## config.mk

```make
export PLATFORM = sky130hd
export DESIGN_NAME = writeback_arbiter
export DESIGN_NICKNAME = d
export VERILOG_FILES = /design/src/rtl/writeback_pkg.sv /design/src/rtl/sync_fifo.sv /design/src/rtl/writeback_arbiter.sv
export SDC_FILE = /design/constraint.sdc
export NUM_CORES = 1
export LEC_CHECK = 0
export BUFFER_PORTS_ARGS = -buffer_cell sky130_fd_sc_hd__buf_2
export CAP_MARGIN = 20
export CORE_ASPECT_RATIO = 0.5
export CORE_MARGIN = 3
export CORE_UTILIZATION = 35
export DETAILED_ROUTE_END_ITERATION = 10
export PLACE_DENSITY = 0.61
export SETUP_SLACK_MARGIN = 0.1
export SYNTH_ARGS = -nofsm -noshare
export SYNTH_HDL_FRONTEND = slang
export SYNTH_SLANG_ARGS = --single-unit
```

## constraint.sdc

```tcl
create_clock -name clk -period 3.4 [get_ports clk]
set_input_delay 0.34 -clock clk [delete_from_list [all_inputs] [get_ports clk]]
set_output_delay 0.34 -clock clk [all_outputs]
set_load 0.1 [all_outputs]
```

## src/rtl/writeback_pkg.sv

```systemverilog
// Shared types for the register-file write-back path.
package writeback_pkg;

    localparam int unsigned WB_WORD_SIZE      = 32;
    localparam int unsigned WB_REGISTER_COUNT = 32;
    localparam int unsigned WB_REG_ADR_W      = $clog2(WB_REGISTER_COUNT);

    typedef logic [WB_REG_ADR_W-1:0] reg_adr_t;
    typedef logic [WB_WORD_SIZE-1:0] word_t;

    // One candidate register-file write; is_load marks scoreboard-clearing writes.
    typedef struct packed {
        reg_adr_t rd;
        word_t    data;
        logic     is_load;
    } wb_entry_t;

    localparam reg_adr_t ZERO_REG = '0;

endpackage

```

## src/rtl/sync_fifo.sv

```systemverilog
// Generic in-order synchronous FIFO with registered full/empty and an exposed head entry.
module sync_fifo #(
    parameter type         T     = logic,
    parameter int unsigned DEPTH = 2
) (
    input  logic i_clk,
    input  logic i_rst_n,
    input  logic i_push,
    input  T     i_data,
    input  logic i_pop,
    output logic o_full,
    output logic o_empty,
    output T     o_head
);

    localparam int unsigned PW = (DEPTH > 1) ? $clog2(DEPTH) : 1;
    localparam int unsigned CW = $clog2(DEPTH + 1);

    typedef logic [PW-1:0] ptr_t;

    T               r_mem [DEPTH];
    ptr_t           r_wr_ptr;
    ptr_t           r_rd_ptr;
    logic [CW-1:0]  r_count;
    logic           w_do_push;
    logic           w_do_pop;

    function automatic ptr_t next_ptr(input ptr_t p);
        return (p == ptr_t'(DEPTH - 1)) ? '0 : p + ptr_t'(1);
    endfunction

    assign o_full    = (r_count == CW'(DEPTH));
    assign o_empty   = (r_count == '0);
    assign o_head    = r_mem[r_rd_ptr];
    assign w_do_pop  = i_pop && !o_empty;
    // A push into a full FIFO only lands if the head leaves on the same edge.
    assign w_do_push = i_push && (!o_full || w_do_pop);

    // Storage needs no reset; occupancy is tracked by the pointers and count.
    always_ff @(posedge i_clk) begin
        if (w_do_push) begin
            r_mem[r_wr_ptr] <= i_data;
        end
    end

    // Pointer and occupancy bookkeeping.
    always_ff @(posedge i_clk or negedge i_rst_n) begin
        if (!i_rst_n) begin
            r_wr_ptr <= '0;
            r_rd_ptr <= '0;
            r_count  <= '0;
        end else begin
            if (w_do_push) begin
                r_wr_ptr <= next_ptr(r_wr_ptr);
            end
            if (w_do_pop) begin
                r_rd_ptr <= next_ptr(r_rd_ptr);
            end
            if (w_do_push && !w_do_pop) begin
                r_count <= r_count + CW'(1);
            end else if (!w_do_push && w_do_pop) begin
                r_count <= r_count - CW'(1);
            end
        end
    end

endmodule

```

## src/rtl/writeback_arbiter.sv

```systemverilog
// Register-file write port driver: merges ALU and load results and tracks pending loads.
module writeback_arbiter
    import writeback_pkg::*;
#(
    parameter int unsigned WORD_SIZE      = WB_WORD_SIZE,
    parameter int unsigned REGISTER_COUNT = WB_REGISTER_COUNT,
    parameter int unsigned FIFO_DEPTH     = 2
) (
    input  logic                              clk,
    input  logic                              reset,
    input  logic                              alu_valid,
    input  logic [$clog2(REGISTER_COUNT)-1:0] alu_rd,
    input  logic [WORD_SIZE-1:0]              alu_data,
    input  logic                              load_valid,
    output logic                              load_ready,
    input  logic [$clog2(REGISTER_COUNT)-1:0] load_rd,
    input  logic [WORD_SIZE-1:0]              load_data,
    input  logic                              issue_valid,
    input  logic [$clog2(REGISTER_COUNT)-1:0] issue_rd,
    input  logic [$clog2(REGISTER_COUNT)-1:0] rs1Adr,
    input  logic [$clog2(REGISTER_COUNT)-1:0] rs2Adr,
    output logic                              rs1_pending,
    output logic                              rs2_pending,
    output logic                              WriteEnable,
    output logic [$clog2(REGISTER_COUNT)-1:0] rd1Adr,
    output logic [WORD_SIZE-1:0]              Rd1
);

    logic                      r_we;
    wb_entry_t                 r_out;
    logic [REGISTER_COUNT-1:0] r_pending;

    logic                      w_fifo_full;
    logic                      w_fifo_empty;
    logic                      w_fifo_push;
    logic                      w_fifo_pop;
    wb_entry_t                 w_fifo_in;
    wb_entry_t                 w_fifo_head;
    wb_entry_t                 w_sel;
    logic                      w_sel_we;
    logic [REGISTER_COUNT-1:0] w_set_mask;
    logic [REGISTER_COUNT-1:0] w_clr_mask;
    logic [REGISTER_COUNT-1:0] w_pending_d;

    // Ready depends only on registered occupancy, never on this cycle's pop.
    assign load_ready  = reset && !w_fifo_full;
    assign w_fifo_push = load_valid && load_ready;
    assign w_fifo_in   = '{rd: load_rd, data: load_data, is_load: 1'b1};

    sync_fifo #(
        .T     (wb_entry_t),
        .DEPTH (FIFO_DEPTH)
    ) u_load_fifo (
        .i_clk   (clk),
        .i_rst_n (reset),
        .i_push  (w_fifo_push),
        .i_data  (w_fifo_in),
        .i_pop   (w_fifo_pop),
        .o_full  (w_fifo_full),
        .o_empty (w_fifo_empty),
        .o_head  (w_fifo_head)
    );

    // Write-port priority: ALU cannot stall, so it always wins over the load FIFO.
    always_comb begin
        w_fifo_pop = 1'b0;
        w_sel      = r_out;
        w_sel_we   = 1'b0;
        if (alu_valid) begin
            w_sel    = '{rd: alu_rd, data: alu_data, is_load: 1'b0};
            w_sel_we = (alu_rd != ZERO_REG);
        end else if (!w_fifo_empty) begin
            w_fifo_pop = 1'b1;
            w_sel      = w_fifo_head;
            w_sel_we   = (w_fifo_head.rd != ZERO_REG);
        end
    end

    // Registered write port; address/data hold when nothing is selected.
    always_ff @(posedge clk or negedge reset) begin
        if (!reset) begin
            r_we  <= 1'b0;
            r_out <= '0;
        end else begin
            r_we  <= w_sel_we;
            r_out <= w_sel;
        end
    end

    // Scoreboard next state: a commit clears, a new issue sets, and set wins a tie.
    always_comb begin
        w_set_mask = '0;
        w_clr_mask = '0;
        if (issue_valid && (issue_rd != ZERO_REG)) begin
            w_set_mask[issue_rd] = 1'b1;
        end
        if (r_we && r_out.is_load) begin
            w_clr_mask[r_out.rd] = 1'b1;
        end
        w_pending_d    = (r_pending & ~w_clr_mask) | w_set_mask;
        w_pending_d[0] = 1'b0;
    end

    // Scoreboard register.
    always_ff @(posedge clk or negedge reset) begin
        if (!reset) begin
            r_pending <= '0;
        end else begin
            r_pending <= w_pending_d;
        end
    end

    assign rs1_pending = (rs1Adr != ZERO_REG) && r_pending[rs1Adr];
    assign rs2_pending = (rs2Adr != ZERO_REG) && r_pending[rs2Adr];
    assign WriteEnable = r_we;
    assign rd1Adr      = r_out.rd;
    assign Rd1         = r_out.data;

    // Decode must not reissue a pending register unless it commits this very cycle.
    a_issue_not_pending : assert property (@(posedge clk) disable iff (!reset)
        (issue_valid && (issue_rd != ZERO_REG)) |-> (!r_pending[issue_rd] || w_clr_mask[issue_rd]));

    a_alu_not_pending : assert property (@(posedge clk) disable iff (!reset)
        (alu_valid && (alu_rd != ZERO_REG)) |-> !r_pending[alu_rd]);

    a_load_was_issued : assert property (@(posedge clk) disable iff (!reset)
        (w_fifo_push && (load_rd != ZERO_REG)) |-> r_pending[load_rd]);

endmodule

```

After elaboration in Yosys (flattened, before gate mapping):

Memories as Yosys holds them, arrays and structs flattened.
Index checks and enable logic that the tools add are counted.

* reduce and logical (&&, ||, !) cells: 24
* equal/unequal tests: 2
* multiplexer cells: 22
* magnitude comparators: 6
* add/subtract/negate cells: 4
* bitwise logic cells: 3

Operator list (number)
* $mux W38: 2
* $mux W32: 2
* $and A32 B32 Y32: 1
* $not A32 Y32: 1
* $or A32 B32 Y32: 1
* $reduce_bool A5 Y1: 5
* $lt A5 B6 Y1 const B: 4
* $logic_and A1 B1 Y1: 12
* $mux W1: 12
* $bmux W1 S5: 2
* $demux W1 S5: 2
* $ge A5 B1 Y1 const B: 2
* $logic_not A1 Y1: 4
* $mux W2: 2
* $add A1 B1 Y1 const B: 2
* $add A2 B1 Y2 const B: 1
* $eq A2 B2 Y1 const B: 1
* $logic_not A2 Y1: 1
* $ne A2 B2 Y1 const B: 1
* $reduce_bool A2 Y1: 1
* $sub A2 B1 Y2 const B: 1
* $logic_or A1 B1 Y1: 1

* output and inout port bits: 41
* memories kept: 1
* register bits after elaboration: 74
* RAM bits: 74
* word-level logic and storage cells: 70

Memory list
* u_load_fifo.r_mem: words 2, width 37, read ports 1, clocked after memory_dff 0, write ports 1, line sync_fifo.sv:21 `T r_mem [DEPTH];`

Logic depth before layout (Yosys ltp):

* word-level depth: 10
* gate-level depth with buffers: 8
* mapped depth without buffers: 8

Modules after synthesis:

From an unflattened synthesis, not the netlist that was laid out.

* cells, all modules: 521
* area total of the unflattened synthesis: 6912.9 um^2

Modules (own cells, without submodules)
* writeback_arbiter: area an instance 3913.8 um^2, cells an instance 383, times used 1, seq. area each 1751.7 um^2
* sync_fifo: area an instance 2999.1 um^2, cells an instance 138, times used 1, seq. area each 2382.3 um^2

Least setup slack after synthesis:

Ideal clock, no wire load.

* path type: flip-flop to flip-flop
* from: register u_load_fifo.r_count[0]
* to: memory u_load_fifo.r_mem[0][0] (netlist bit), enable pin
* required time: 2.969 ns
* period minus slack after synthesis: 5.204 ns
* library setup time: 0.431 ns
* buffers on the path: 0
* path slack: -1.804 ns
* arrival: 4.772 ns
* cell stages (with the launch flop): 5
* cell sequence: dfrtp_1 -> inv_1 -> a21boi_0 -> nand2_1 -> nor2_1

* elaborated cells between the ends (all ways): 13
* classes of those cells: eq/ne (1); mux (4); reduce/logical (8)

RTL lines
* start, declared: line sync_fifo.sv:24 `logic [CW-1:0] r_count;`
* start signal, assigned: line sync_fifo.sv:60 `r_count <= r_count + CW'(1);`
* start signal, assigned: line sync_fifo.sv:62 `r_count <= r_count - CW'(1);`
* $eq A2 B2 Y1: line sync_fifo.sv:32 `assign o_full = (r_count == CW'(DEPTH));`
* $logic_not A1 Y1: line writeback_arbiter.sv:46 `assign load_ready = reset && !w_fifo_full;`
* $logic_and A1 B1 Y1: line writeback_arbiter.sv:46
* via load_ready: line writeback_arbiter.sv:15 `output logic load_ready,`
* $logic_and A1 B1 Y1: line writeback_arbiter.sv:47 `assign w_fifo_push = load_valid && load_ready;`
* $logic_and A1 B1 Y1: line sync_fifo.sv:37 `assign w_do_push = i_push && (!o_full || w_do_pop);`
* $mux W1: line sync_fifo.sv:41 `if (w_do_push) begin`
* $mux W1 (implied by the code): line sync_fifo.sv:42 `r_mem[r_wr_ptr] <= i_data;`
* end, declared: line sync_fifo.sv:21

The timed path passes the listed nets, and every way through them passes these cells.

Worst setup path after layout:

* from: register r_pending[30]
* to: output rs1_pending

* longest elaborated chain between the ends: 3

Ends and longest elaborated chain
* start, declared: line writeback_arbiter.sv:31 `logic [REGISTER_COUNT-1:0] r_pending;`
* start signal, assigned: line writeback_arbiter.sv:109 `r_pending <= w_pending_d;`
* $bmux W1 S5: line writeback_arbiter.sv:113 `assign rs1_pending = (rs1Adr != ZERO_REG) && r_pending[rs1Adr];`
* $mux W1 (implied by the code): line writeback_arbiter.sv:113
* $logic_and A1 B1 Y1: line writeback_arbiter.sv:113
* end, declared: line writeback_arbiter.sv:22 `output logic rs1_pending,`

Every way passes these cells. The select of a mux whose other input is x is not followed.

==> key figures <==
Floorplan
  • Die area: 20900 um2
  • Core area: 18570 um2
  • Die H: 103.7 um
  • Site row count: 35
  • Die Wd: 201.5 um
  • Starting Density: 36.02%
  • # IOs: 135

Critical path
  • Crit-path max FO: 3
  • Critical path endpoint category: output port
  • Crit-path cells: mux4_1 > mux2_2 > a311o_1 > buf_2
  • CP required: 3.06 ns
  • CP peak stage delay: 0.50 ns
  • Crit path DAT: 2.22 ns
  • Slowest cell on the critical path: mux4_1
  • Crit path launch type: flop
  • Register-to-Register Path Depth: 5
  • Critical setup path kind: reg -> out

Detailed routing
  • Post-Route WL: 15270 um
  • Residual DRC count: 0
  • Vias after detailed routing: 4484
  • Via density: 4.874
  • Starting DRC count in detailed routing: 272
  • Routed Antenna Nets: 0
  • Router iterations before antenna repair: 8
  • Detailed-route wire length per cell: 16.60 um

Timing
  • Worst hold slack: 0.1142 ns
  • Final Max Tran Viols: 0
  • Peak Freq: 390.0 MHz
  • Tightest Pin Transition: 0.9268 ns
  • Tcrit/Tclk final: 75.41%
  • RSZ-0062 raised after global routing: no
  • Final worst setup slack: 0.8360 ns
  • Post-route minimum period: 2.564 ns
  • Final Hold Viols: 0
  • Clk_skew: 0.008801 ns
  • Post-Route Setup TNS: 0 ns
  • Relative slew slack: 38.22%
  • Final setup fails: 0

Global route
  • Vias in the first global route: 4650
  • Largest net degree at the start of global routing: 75
  • Initial antenna violation count: 0
  • Overflow after GRT: 0
  • First-pass GRT wire length: 24700 um
  • Tot GR Track Use: 14.98%

Pwr
  • Peak supply drop: 319.9 uV
  • Lkg Pwr: 3.206 nW
  • Power Density: 919.4 nW/um2

Placement
  • Post-DP HPWL: 10450 um
  • Dpl cells: 886
  • Gpl congestion: 0.8170
  • DP Area: 7351 um2
  • I/O Buffers: 134
  • Pre-CTS worst setup slack: 0.9755 ns

Synth
  • Synth Flop Type: edfxtp_1
  • Sequential area share after synthesis: 60.92%
  • Count of cell types in the netlist: 41
  • Mapped Area: 6688 um2
  • Post-synth ARST share: 50.00%
  • Post-Syn Area per Cell: 12.09 um2
  • Ranking of synthesized cells by area: edfxtp_1 33%, dfrtp_1 28%, o21ai_0 7.5%, mux2i_1 5.8%, buf_4 4.2%
  • Cells after Synth: 553
  • EDFF count, synth: 74
  • Post-synth top area cell: edfxtp_1
  • #FFs+latches synth: 148
  • Yosys warning count: 0
  • Most common library cells after synthesis: 100 x o21ai_0, 74 x dfrtp_1, 74 x edfxtp_1
  • Synth top area share: 33.23%
  • Syn_nets: 648
  • Count leader, synth: o21ai_0

Clock network
  • Clock latency on the worst-skew pair: 0.41 ns
  • Post-CTS sizing: 0
  • Clock sink count: 148
  • Htree depth: 4
  • Setup Buffers After CTS: 0
  • CTS root buf: clkbuf_16
  • Num CTS Buffers: 17
  • CTS Hold Bufs: 0
  • Clk buf depth: 2
  • CTS tree: done
  • Clk slew on worst S/H paths: 0.06 ns

Cells and area
  • Fill count: 1803
  • Share of cells above drive strength 1: 28.90%
  • Number of inserted diodes: 0
  • Area Overhead vs Synth: 19.35%
  • Final std cells w/o fill: 920
  • Finished Cell Area: 7981 um2
  • NumNets Final: 743

Outcome
  • Status: complete, no violations

Run
  • Max cap viols: 0

Min path
  • Hold Path Class: in -> reg
  • Hold Path Cell Cnt: 1
-- final cells by class --
class / instances / area, um2 / share of cell area [%]
repair buffers: 141 / 760.7 / 9.531
clock inverters: 12 / 156.4 / 1.960
inverters: 4 / 15.01 / 0.1881
multi-input cells: 336 / 2213 / 27.73
clock buffers: 20 / 436.7 / 5.471
well taps: 259 / 324.1 / 4.060
flip-flops and latches: 148 / 4075 / 51.06
-- cells in the final DEF (no fill, tap or decap), types with 4 or more instances in the layout --
master      instances
buf_2             133
o21ai_0           100
edfxtp_1           74
dfrtp_1            73
nand2_1            49
nor2_1             39
mux2i_1            39
a21oi_1            34
clkbuf_16          17
nand3b_1            9
mux4_2              8
mux4_1              6
or3_1               5
buf_4               5
inv_1               4
or3b_2              4
clkinvlp_4          4
-- final timing paths --
check,start,to,slack (ns)
setup / recovery,r_pending[30]$_DFF_PN0_,rs1_pending,0.84
hold / removal,load_rd[0],u_load_fifo.r_mem[0][32]$_DFFE_PP_,0.11
setup reg to reg,u_load_fifo.r_count[0]$_DFFE_PN0P_,u_load_fifo.r_mem[0][15]$_DFFE_PP_,1.30
hold reg to reg,r_pending[24]$_DFF_PN0_,r_pending[24]$_DFF_PN0_,0.53
max in group asynchronous,reset,r_pending[11]$_DFF_PN0_,2.39
min in group asynchronous,reset,Rd1[6]$_DFFE_PN0P_,0.43
-- report_power, final --
group / internal [W] / switching (W) / total (W)
registers: 0.00235 / 0.000395 / 0.00275
clock network: 0.00116 / 0.000737 / 0.00189
logic: 0.000766 / 0.00193 / 0.00270
total: 0.00427 / 0.00306 / 0.00734
-- critical path, delay by kind of cell (launching register included) --
family | cells | cell delay [ns]
buffers and inverters | 1 | 0.29
AO/OA/AOI/OAI | 1 | 0.35
flip-flops | 1 | 0.39
multiplexers | 2 | 0.78
-- stage by stage --
| stage | util, % | total power [W] |
|---|---|---|
| after CTS | 42.78 | 0.007401 |
| after detailed placement | 39.59 | 0.005490 |
| after global placement | 39.59 | 0.005432 |
| after global routing | 42.99 | 0.007743 |
| after floorplan | - | 0.005037 |
| final | 42.99 | 0.007338 |
-- cells by family (layout without fill, tap and decap cells) --
group           after synthesis  after routing  share of synthesized area, %
mux                          56             56                         11.39
compound gates              146            146                         11.41
fa+ha+maj                     1              1                        0.1871
simple gates                128            128                         9.149
xor+xnor                      5              5                        0.6549
flops                       148            148                         60.92
buf+inv                      69            177                         6.286
-- per-layer routing --
metal	share of wire [%]	GRT usage, %
met5	0	0
met4	0.98	3.630
met3	4.0	3.673
met2	50	26.24
met1	45	18.79
-- flip-flops by register name, summed over array words and instances, names as in the netlist --
name and count:
r_out 1, Rd1 32, u_load_fifo.r_wr_ptr 1, u_load_fifo.r_count 2, u_load_fifo.r_rd_ptr 1, u_load_fifo.r_mem 74, rd1Adr 5, r_pending 31
WriteEnable 1
Power figures use the tool's default switching activity.
